`src/rtl/inst_fetch.sv`:
```
// inst_fetch: fetch sequencer that reads one word from program memory (rd/rdy handshake)
// and hands it to the instruction buffer with a one-cycle ld strobe. Optional WAIT timeout: FETCH_TIMEOUT_EN.
module inst_fetch #(
    parameter int                ADDR_W      = 8,
    parameter int                DATA_W      = 8,
    parameter logic [ADDR_W-1:0] RESET_PC    = '0,
    parameter int                TIMEOUT_CYC = 16
) (
    input  logic              clk,
    input  logic              reset,
    input  logic              fetch_en,
    input  logic              jmp,
    input  logic [ADDR_W-1:0] jmp_addr,
    output logic [ADDR_W-1:0] mem_addr,
    output logic              mem_rd,
    input  logic              mem_rdy,
    input  logic [DATA_W-1:0] mem_data,
    output logic [DATA_W-1:0] inst_out,
    output logic              ld,
    output logic [ADDR_W-1:0] pc,
    output logic              busy,
    output logic              fetch_err
);

    // state  | meaning
    // S_IDLE | waiting for jmp / fetch_en
    // S_WAIT | mem_rd held, waiting for mem_rdy
    // S_LOAD | ld strobe high, inst_out valid
    typedef enum logic [1:0] {
        S_IDLE = 2'd0,
        S_WAIT = 2'd1,
        S_LOAD = 2'd2
    } state_t;

    state_t            state_q;
    logic [ADDR_W-1:0] pc_q;
    logic [ADDR_W-1:0] mem_addr_q;
    logic              mem_rd_q;
    logic [DATA_W-1:0] inst_q;
    logic              ld_q;
    logic              busy_q;
    logic              err_q;
    logic              timeout;

`ifdef FETCH_TIMEOUT_EN
    localparam int              CNT_W    = $clog2(TIMEOUT_CYC + 1);
    localparam logic [CNT_W-1:0] CNT_LAST = CNT_W'(TIMEOUT_CYC - 1);

    logic [CNT_W-1:0] cnt_q;

    // cnt_q counts completed rdy-less WAIT cycles; the edge that would make it TIMEOUT_CYC aborts.
    always_ff @(posedge clk or posedge reset) begin
        if (reset) begin
            cnt_q <= '0;
        end else if (state_q != S_WAIT) begin
            cnt_q <= '0;
        end else if (!mem_rdy) begin
            cnt_q <= cnt_q + CNT_W'(1);
        end
    end

    assign timeout = (cnt_q == CNT_LAST);
`else
    assign timeout = 1'b0;
`endif

    always_ff @(posedge clk or posedge reset) begin
        if (reset) begin
            state_q    <= S_IDLE;
            pc_q       <= RESET_PC;
            mem_addr_q <= '0;
            mem_rd_q   <= 1'b0;
            inst_q     <= '0;
            ld_q       <= 1'b0;
            busy_q     <= 1'b0;
            err_q      <= 1'b0;
        end else begin
            ld_q <= 1'b0;
            case (state_q)
                S_IDLE: begin
                    if (jmp) begin
                        pc_q <= jmp_addr;
                    end else if (fetch_en) begin
                        mem_addr_q <= pc_q;
                        mem_rd_q   <= 1'b1;
                        busy_q     <= 1'b1;
                        err_q      <= 1'b0;
                        state_q    <= S_WAIT;
                    end
                end
                S_WAIT: begin
                    if (mem_rdy) begin
                        inst_q   <= mem_data;
                        pc_q     <= pc_q + ADDR_W'(1);
                        mem_rd_q <= 1'b0;
                        ld_q     <= 1'b1;
                        state_q  <= S_LOAD;
                    end else if (timeout) begin
                        mem_rd_q <= 1'b0;
                        busy_q   <= 1'b0;
                        err_q    <= 1'b1;
                        state_q  <= S_IDLE;
                    end
                end
                S_LOAD: begin
                    busy_q  <= 1'b0;
                    state_q <= S_IDLE;
                end
                default: begin
                    mem_rd_q <= 1'b0;
                    busy_q   <= 1'b0;
                    state_q  <= S_IDLE;
                end
            endcase
        end
    end

    assign mem_addr  = mem_addr_q;
    assign mem_rd    = mem_rd_q;
    assign inst_out  = inst_q;
    assign ld        = ld_q;
    assign pc        = pc_q;
    assign busy      = busy_q;
    assign fetch_err = err_q;

endmodule
```
`config.mk`:
```
export PLATFORM = sky130hd
export DESIGN_NAME = inst_fetch
export DESIGN_NICKNAME = d
export VERILOG_FILES = /design/src/rtl/inst_fetch.sv
export SDC_FILE = /design/constraint.sdc
export NUM_CORES = 1
export LEC_CHECK = 0
export BUFFER_PORTS_ARGS = -buffer_cell sky130_fd_sc_hd__buf_2
export CAP_MARGIN = 20
export CORE_ASPECT_RATIO = 1.5
export CORE_MARGIN = 2
export CORE_UTILIZATION = 43
export DETAILED_ROUTE_END_ITERATION = 10
export GPL_TIMING_DRIVEN = 0
export PLACE_DENSITY = 0.79
export SYNTH_ARGS = -nofsm -noshare
export SYNTH_HDL_FRONTEND = slang
export SYNTH_SLANG_ARGS = --single-unit
```
`constraint.sdc`:
```
create_clock -name clk -period 1.35 [get_ports clk]
set_input_delay 0.405 -clock clk [delete_from_list [all_inputs] [get_ports clk]]
set_output_delay 0.405 -clock clk [all_outputs]
set_load 0.05 [all_outputs]
```
==> flow_metrics.py <==
metrics = {
    "logic_synthesis": {
        "synth-simple-area-share_pct": 11.3,
        "yosysSeqAreaShare_pct": 54.8,
        "synthTopCellsByArea": "dfrtp_1, mux2_4, mux2_2",
        "yosysWarnings": 0,
        "synth_top_cells_by_count": "dfrtp_1, mux2_2, mux2_4",
        "synth_mux_area_share_pct": 16.6,
        "synth_adder_area_share_pct": 0.945,
        "syn_nets": 130,
        "synth_area_um2": 1320,
        "yosysTopAreaCell": "dfrtp_1",
        "synth_top_family_by_area": "multiplexers",
        "ys_types": 31,
        "synth.most_common_cell": "dfrtp_1",
        "synth_xor_area_share_pct": 0,
        "synth.avg_cell_area_um2": 12.3,
        "ys.flop_type": "dfrtp_1",
        "synth_compound_area_share_pct": 11.8,
        "async_flop_share_pct": 100,
        "ys_ff_latch": 29,
        "synth_enable_flop_cells": 0,
        "netlist.area_leader.share_pct": 54.8,
        "synthCells": 108,
    },
    "clock_tree": {
        "htree_levels": 2,
        "ctsHoldBuffers": 0,
        "clock-sinks": 29,
        "clock_path_buffers": 2,
        "cts_tree": "yes",
        "root_buffer": "clkbuf_8",
        "numCtsBuffers": 5,
        "clock_latency_ps": 280,
        "path_clk_slew_ps": 60,
    },
    "timing": {
        "fin_tns_setup_ps": -328,
        "worst_pin_slew_ps": 537,
        "fmax_mhz": 712,
        "min_period_over_period_pct": 104,
        "hold_violations": 0,
        "postLayoutSetupSlackWorst_ps": -54.0,
        "finalSetupViolations": 7,
        "rsz0062_at_grt": "yes",
        "period_needed_ps": 1400,
        "hold_ws_ps": 153,
        "slew_violations": 0,
        "slew_headroom_pct": 64.1,
        "clock_skew_ps": 4.74,
    },
    "place": {
        "dp_slack_ps": -177,
        "placed_area_um2": 1650,
        "gp_congestion": 0.862,
        "io_buffers": 47,
        "dpl.hpwl_mm": 2.01,
        "placed_cells": 194,
    },
    "worst_setup_path": {
        "cp_cell_sequence": "nor4b_4 > buf_6 > mux2_4",
        "cpMaxStageDelayCell": "dfrtp_2",
        "path_class": "register to register",
        "worstSetupEndpointType": "register",
        "crit_fanout": 8,
        "critPathBufInv": 1,
        "crit_path_max_incr_delay_ps": 440,
        "cp.arrival_ps": 1570,
        "critPathLaunchType": "register",
        "r2r_setup_slack_ps": -50,
        "cpLargestDelayFamily": "flip-flops",
        "crit_required_ps": 1520,
    },
    "cells_and_area": {
        "stdcell_count": 213,
        "area_growth_pct": 45.2,
        "drive_gt1_share_pct": 58.0,
        "utilization_pct": 66.0,
        "antennaDiodeCount": 0,
        "nNetsFinal": 195,
        "design_area_um2": 1920,
    },
    "drt": {
        "num_vias": 1085,
        "drt_iter0_drc": 48,
        "drc_errors": 0,
        "wl_per_cell_um": 15.1,
        "routed_via_density": 5.09,
        "drtPass1Iterations": 4,
        "routed_wl_mm": 3.21,
        "antenna_left": 0,
    },
    "floorplanning": {
        "io_pins": 49,
        "die_area_um2": 3550,
        "start_util_pct": 45.4,
        "die_width_um": 49.3,
        "die_h_um": 72.0,
        "coreArea_um2": 2910,
        "rows": 24,
    },
    "grt": {
        "antenna_found_initial": 0,
        "overflow": 0,
        "grt_max_degree": 30,
        "grt_pass1_wl_mm": 5.18,
        "grt_pass1_vias": 1069,
        "grtUsageTotal_pct": 20.1,
    },
    "run_status": {
        "violations": "setup timing",
        "status": "finished with violations",
    },
    "power_and_ir_drop": {
        "p_leak_nw": 0.919,
        "ir_drop_v": 0.00160,
        "total_power_mw": 4.72,
        "powerDensity_nw_per_um2": 2450,
    },
    "flow_run": {
        "maxCapViolations": 0,
    },
    "hold_path": {
        "worstHoldPathType": "input pin to asynchronous set/reset pin",
    },
}
-- cell type report --
cell class,instances,area [um^2]
inverters,2,7.51
flip-flops and latches,29,734
well taps,39,48.8
multi-input cells,72,626
clock buffers,8,80.1
plain buffers,4,28.8
fillers,250,991
repair buffers,59,397
-- path summary, 6_finish.rpt --
check	startpoint	endpoint	cells past startpoint
worst max-delay path	state_q[0]	mem_addr[2]	3
worst min-delay path	reset	pc[5]	2
worst max register to register	state_q[0]	mem_addr[2]	3
worst min register to register	mem_rd	mem_rd	1
max in group asynchronous	reset	state_q[0]	3
min in group clk	mem_data[0]	inst_out[0]	2
-- report_power, final --
part | internal [mW] | switching, mW
sequential | 1.21 | 0.279
combinational | 0.943 | 1.62
clock | 0.365 | 0.304
-- cells in the final DEF, fill, tap and decap left out, drive strengths merged, types with 2 or more instances in the layout --
| cell type | n |
|---|---|
| inv | 2 |
| o21ai | 6 |
| and2 | 4 |
| a21oi | 7 |
| nand3 | 3 |
| a21o | 2 |
| nand2 | 7 |
| mux2 | 16 |
| nor2 | 6 |
| clkbuf | 10 |
| o22ai | 3 |
| a2bb2oi | 4 |
| buf | 61 |
| dfrtp | 29 |
-- timing repair --
| action | in CTS | in global routing |
|---|---|---|
| buffers inserted | 10 | 2 |
| setup endpoints to repair | 25 | 28 |
| hold endpoints to repair | 0 | 0 |
| pin swaps | 1 | 1 |
| cloned | 1 | 0 |
| gates resized for setup | 20 | 11 |
-- per-layer routing --
layer / up-vias / track usage, % / part of all wire (%)
met5: - / 0 / 0
met4: 0 / 10.2 / 2.3
met2: 61 / 32.1 / 49
met1: 499 / 24.0 / 39
met3: 9 / 6.79 / 8.8
li1: 516 / - / -
-- sequential cells by signal (all words and copies together), names as in the netlist --
name and cells:
mem_rd 1, busy 1, ld 1, mem_addr 8
pc 8, inst_out 8, state_q 2
-- kinds of logic after synthesis --
| kind of cell | count (synthesis) |
|---|---|
| muxes | 17 |
| buffers and inverters | 8 |
| and+or+nand+nor | 27 |
| DFF | 29 |
| AOI/OAI and AO/OA | 25 |
| other | 1 |
| adders and majority gates | 1 |
No activity file was read; power rests on OpenSTA's default activity.
